**src/rtl/cache_mem_pkg.sv**
```systemverilog
// Shared types and defaults for the cache controller's main-memory port arbiter.
package cache_mem_pkg;

    typedef enum logic [1:0] {
        IDLE  = 2'd0,
        ISSUE = 2'd1,
        WAIT  = 2'd2,
        DONE  = 2'd3
    } arb_state_t;

    typedef enum logic {
        GNT_RD = 1'b0,
        GNT_WR = 1'b1
    } grant_t;

    localparam int DEFAULT_TIMEOUT = 64;

    // Round-robin helper: the side that did not win last time.
    function automatic grant_t other_side(input grant_t g);
        return (g == GNT_RD) ? GNT_WR : GNT_RD;
    endfunction

endpackage

```
**src/rtl/arb_watchdog.sv**
```systemverilog
// Cycle counter that flags a memory transaction which has gone unacknowledged for too long.
module arb_watchdog
    import cache_mem_pkg::*;
#(
    parameter int TIMEOUT = DEFAULT_TIMEOUT
) (
    input  logic clk,
    input  logic reset,
    input  logic clr,
    input  logic en,
    output logic expired
);

    localparam int CNT_W = $clog2(TIMEOUT);
    localparam logic [CNT_W-1:0] LAST = CNT_W'(TIMEOUT - 1);

    logic [CNT_W-1:0] count_reg;

    // Saturates at LAST; the arbiter leaves WAIT on that same cycle, so no wrap is possible.
    always_ff @(posedge clk) begin
        if (reset || clr) begin
            count_reg <= '0;
        end else if (en && (count_reg != LAST)) begin
            count_reg <= count_reg + 1'b1;
        end
    end

    assign expired = (count_reg == LAST);

endmodule

```
**src/rtl/mem_port_arbiter.sv**
```systemverilog
// Round-robin arbiter sharing one main-memory port between refill reads and write-through,
// with read-after-write hazard ordering and a watchdog abort for unacknowledged accesses.
module mem_port_arbiter
    import cache_mem_pkg::*;
#(
    parameter int ADDR_W  = 32,
    parameter int DATA_W  = 32,
    parameter int TIMEOUT = DEFAULT_TIMEOUT
) (
    input  logic              clk,
    input  logic              reset,
    input  logic              rd_req,
    input  logic [ADDR_W-1:0] rd_addr,
    output logic              rd_valid,
    output logic [DATA_W-1:0] rd_data,
    input  logic              wr_req,
    input  logic [ADDR_W-1:0] wr_addr,
    input  logic [DATA_W-1:0] wr_data,
    output logic              wr_done,
    output logic              mem_req,
    output logic              mem_we,
    output logic [ADDR_W-1:0] mem_addr,
    output logic [DATA_W-1:0] mem_wdata,
    input  logic [DATA_W-1:0] mem_rdata,
    input  logic              mem_ack,
    output logic              err,
    output logic              busy
);

    arb_state_t state_reg;
    arb_state_t state_next;
    grant_t     grant_reg;
    grant_t     last_grant_reg;
    grant_t     gnt_sel;

    logic any_req;
    logic hazard;
    logic in_flight;
    logic abort;
    logic finish;
    logic wd_clr;
    logic wd_en;
    logic wd_expired;

    assign any_req   = rd_req || wr_req;
    assign hazard    = (rd_addr == wr_addr);
    assign in_flight = (state_reg == ISSUE) || (state_reg == WAIT);

    // The first memory cycle can never expire because the counter starts at zero there.
    assign abort  = (state_reg == WAIT) && !mem_ack && wd_expired;
    assign finish = in_flight && (mem_ack || abort);

    assign wd_en  = in_flight;
    assign wd_clr = !in_flight;

    // A refill hitting the pending write's address must wait so it reads the new data.
    always_comb begin
        gnt_sel = GNT_RD;
        if (rd_req && !wr_req) begin
            gnt_sel = GNT_RD;
        end else if (wr_req && !rd_req) begin
            gnt_sel = GNT_WR;
        end else if (hazard) begin
            gnt_sel = GNT_WR;
        end else begin
            gnt_sel = other_side(last_grant_reg);
        end
    end

    always_comb begin
        state_next = state_reg;
        case (state_reg)
            IDLE:    if (any_req) state_next = ISSUE;
            ISSUE:   state_next = mem_ack ? DONE : WAIT;
            WAIT:    if (mem_ack || abort) state_next = DONE;
            DONE:    state_next = IDLE;
            default: state_next = IDLE;
        endcase
    end

    always_ff @(posedge clk) begin
        if (reset) begin
            state_reg      <= IDLE;
            grant_reg      <= GNT_RD;
            last_grant_reg <= GNT_WR;
            rd_valid       <= 1'b0;
            rd_data        <= '0;
            wr_done        <= 1'b0;
            mem_req        <= 1'b0;
            mem_we         <= 1'b0;
            mem_addr       <= '0;
            mem_wdata      <= '0;
            err            <= 1'b0;
            busy           <= 1'b0;
        end else begin
            state_reg <= state_next;
            busy      <= (state_next != IDLE);
            rd_valid  <= 1'b0;
            wr_done   <= 1'b0;
            err       <= 1'b0;

            if ((state_reg == IDLE) && any_req) begin
                grant_reg      <= gnt_sel;
                last_grant_reg <= gnt_sel;
                mem_req        <= 1'b1;
                mem_we         <= (gnt_sel == GNT_WR);
                mem_addr       <= (gnt_sel == GNT_WR) ? wr_addr : rd_addr;
                if (gnt_sel == GNT_WR) begin
                    mem_wdata <= wr_data;
                end
            end

            // Completion pulses land on the DONE cycle; rd_data otherwise holds.
            if (finish) begin
                mem_req <= 1'b0;
                err     <= abort;
                if (grant_reg == GNT_RD) begin
                    rd_valid <= 1'b1;
                    rd_data  <= abort ? '0 : mem_rdata;
                end else begin
                    wr_done <= 1'b1;
                end
            end
        end
    end

    arb_watchdog #(
        .TIMEOUT(TIMEOUT)
    ) u_watchdog (
        .clk    (clk),
        .reset  (reset),
        .clr    (wd_clr),
        .en     (wd_en),
        .expired(wd_expired)
    );

endmodule
```
**config.mk**
```make
export PLATFORM = sky130hd
export DESIGN_NAME = mem_port_arbiter
export DESIGN_NICKNAME = d
export VERILOG_FILES = /design/src/rtl/cache_mem_pkg.sv /design/src/rtl/arb_watchdog.sv /design/src/rtl/mem_port_arbiter.sv
export SDC_FILE = /design/constraint.sdc
export NUM_CORES = 1
export LEC_CHECK = 0
export CAP_MARGIN = 10
export CELL_PAD_IN_SITES_DETAIL_PLACEMENT = 1
export CELL_PAD_IN_SITES_GLOBAL_PLACEMENT = 1
export CORE_ASPECT_RATIO = 1.5
export CORE_MARGIN = 10
export CORE_UTILIZATION = 30
export DETAILED_ROUTE_END_ITERATION = 8
export GPL_TIMING_DRIVEN = 0
export PLACE_DENSITY_LB_ADDON = 0.1
export SETUP_SLACK_MARGIN = 0.15
export SYNTH_ARGS = -nofsm -noshare
export SYNTH_HDL_FRONTEND = slang
export SYNTH_SLANG_ARGS = --single-unit
```
**constraint.sdc**
```tcl
create_clock -name clk -period 4.8 [get_ports clk]
set_clock_uncertainty 0.1 [all_clocks]
set_input_delay 0.48 -clock clk [delete_from_list [all_inputs] [get_ports clk]]
set_output_delay 0.48 -clock clk [all_outputs]
set_load 0.05 [all_outputs]
```
==> key figures <==
Status
  – Status: complete, no violations

Route
  – Total number of vias: 4582
  – DR WL/cell: 20.2 um
  – Final wirelength: 18.7 mm
  – Initial DRC Count: 119
  – DRT antenna net count: 0
  – Vias per cell: 4.96
  – Number of detailed-routing iterations run before antenna repair: 4
  – DRC Markers: 0

Clocking
  – Clock Root Buffer: clkbuf_16
  – Clock Path Buffers: 2
  – CTS resizes: 0
  – Total CTS buffers: 9
  – Clk_lat worst skew: 0.35 ns
  – Post CTS Setup Buffer Count: 0
  – CTS Hold Bufs: 0
  – Max H-tree Level: 3
  – Sink Count: 111
  – Worst-path clk slew: 0.08 ns
  – CTS tree: built

Placed design
  – Final HPWL DP: 15.0 mm
  – Gpl congestion: 0.757
  – IO buf count: 234

Pwr
  – Leakage: 2.95 nW
  – Power share of the combinational group: 44.5%
  – Reg power frac: 33.6%
  – Sw frac: 41.9%
  – Peak VDD IR: 0.210 mV
  – Clk network pwr share: 21.8%
  – Pwr dens: 461 nW/um^2
  – Sw power: 0.00146 W
  – Int Power: 0.00202 W

Synthesis
  – Warnings from Yosys: 0
  – Post-Synthesis Cell Area: 4670 sq um
  – Syn_area_per_cell: 9.90 sq um
  – #FFs+latches synth: 111
  – Net count after synthesis: 610
  – Post-synthesis sequential area ratio: 47.6%
  – Cells after synthesis: 472
  – Netlist cell types: 35
  – Async S/R FF share, synth: 0%
  – Main synth FF type: dfxtp_1
  – Post-synth EDFFs: 0

Floorplanning
  – Chip height: 173 um
  – Core area: 15200 sq um
  – Die area: 21100 sq um
  – Cell Rows: 55
  – Io pins: 235
  – Chip Width: 122 um
  – Initial Utilization: 30.7%

Setup path
  – Setup crit start kind: primary input
  – Critical path class: in -> reg
  – CP Max Fanout: 10
  – Setup slack, reg-to-reg: 2.40 ns
  – Reg2reg start: state_reg[0]
  – Reg2reg end: rd_data[30]
  – Crit-path slowest cell: nor4_1
  – Cell Chain, Critical Path: clkdlybuf4s50_1 > xor2_1 > nor4_1 > nand4_1 > o211ai_2 > buf_4 > nand2_4 > buf_6 > o221a_1
  – Buf+Inv Stages, Crit Path: 3
  – Worst path arrival time: 2.90 ns
  – Delay-heaviest family, CP: simple AND/OR/NAND/NOR gates
  – Max incr delay on CP: 0.52 ns
  – CP Depth: 9
  – Setup crit end: mem_addr[14]
  – CP startpoint: wr_addr[26]
  – CP required: 4.94 ns
  – Worst setup EP type: flip-flop
  – R2R cell count: 6

STA
  – Period utilization: 57.4%
  – Min Clock Period, post-route: 2.76 ns
  – Smallest hold slack: 0.388 ns
  – Max frequency: 363 MHz
  – RSZ-0062 raised after global routing: no
  – Fin. Hold Viols: 0
  – Rel. slew slack: 58.0%
  – Setup_tns: 0 ns
  – Count of final setup violators: 0
  – Max-slew violation count: 0
  – Least-Margin Pin Slew: 0.629 ns

Finish
  – Fin nets: 855
  – Synth-to-layout area growth: 61.9%
  – Most common cell after layout, fill and taps aside: clkdlybuf4s50_1
  – Top flop regs: mem_addr: 32 flops, mem_wdata: 32 flops, rd_data: 32 flops
  – Most frequent cells in the layout: clkdlybuf4s50_1, dfxtp_1, nor2_1, and3_1
  – Layout cells sized above 1: 5.40%

Global route
  – Tot GR Track Use: 17.3%
  – Largest net degree at the start of global routing: 22
  – Gr ovfl total: 0
  – Vias in the first global route: 5187
  – Initial antenna violation count: 2
  – First-pass GRT wire length: 29.2 mm

Worst hold path
  – Hold Path Class: reg -> reg

Job
  – Max cap viols: 0
## worst min path at each step
stage / to / depth (start not counted) / from / slack (ns)
after floorplan: last_grant_reg / 2 / last_grant_reg / 0.36
after global placement: rd_data[19] / 1 / rd_data[19] / 0.36
after detailed placement: rd_data[4] / 1 / rd_data[4] / 0.36
after CTS: rd_data[17] / 1 / rd_data[17] / 0.39
after global routing: rd_data[31] / 1 / rd_data[31] / 0.41
final: rd_data[17] / 1 / rd_data[17] / 0.39
## power by group through the flow
stage	sequential (W)	combinational [W]	clock, W
final	0.00117	0.00155	0.000761
after global routing	0.00119	0.00166	0.000830
after detailed placement	0.00119	0.00157	0
after CTS	0.00117	0.00158	0.000788
after global placement	0.00118	0.00154	0
after floorplan	0.00169	0.000454	0
## synthesized netlist by cell type (7+ instances only)
| cell | number | area share, % |
|---|---|---|
| dfxtp_1 | 111 | 48 |
| nor2_1 | 71 | 5.7 |
| and3_1 | 35 | 4.7 |
| o21a_1 | 33 | 5.3 |
| xor2_1 | 33 | 6.2 |
| a21boi_0 | 32 | 5.1 |
| a22o_1 | 32 | 6.0 |
| o221a_1 | 28 | 6.7 |
| clkbuf_1 | 21 | 1.7 |
| buf_2 | 11 | 1.2 |
| nor4_1 | 8 | 1.1 |
| nand2_1 | 7 | 0.56 |
## area by class of cell
class,instances,area (sq um)
Fill cell,1710,7640
Timing Repair Buffer,234,2340
Multi-Input combinational cell,319,2250
Sequential cell,111,2220
Tap cell,199,249
Clock buffer,9,225
Buffer,36,175
Clock inverter,7,72.6
Inverter,6,22.5
Antenna cell,2,5.00
## metrics by stage
| step | cell area, sq um | setup WS [ns] | instances | total power (W) | util (%) |
|---|---|---|---|---|---|
| after floorplan | 4670 | 2.78 | 472 | 0.00215 | - |
| after global placement | 7260 | 1.75 | 905 | 0.00272 | 47.8 |
| after detailed placement | 7260 | 1.74 | 905 | 0.00276 | 47.8 |
| after CTS | 7560 | 2.10 | 921 | 0.00354 | 49.7 |
| after global routing | 7570 | 1.85 | 923 | 0.00368 | 49.8 |
| final | 7570 | 2.04 | 923 | 0.00349 | 49.8 |
## metal layers
layer	vias up	track usage (%)	routed length (um)
li1	2211	-	-
met1	2177	17.6	6910
met3	24	7.69	1840
met5	-	0	0
met2	170	30.3	9480
met4	0	6.08	454
## cell families (layout without fill, tap and decap cells)
family | Yosys count | after routing | synth area share, %
AO/OA/AOI/OAI | 145 | 145 | 26.5
AND/OR/NAND/NOR | 134 | 134 | 13.8
flip-flops | 111 | 111 | 47.6
buffers and inverters | 42 | 292 | 4.23
XOR/XNOR | 35 | 35 | 6.56
adder cells (fa/ha/maj) | 5 | 5 | 1.34
other | 0 | 2 | 0
(Power assumes the default switching activity.)
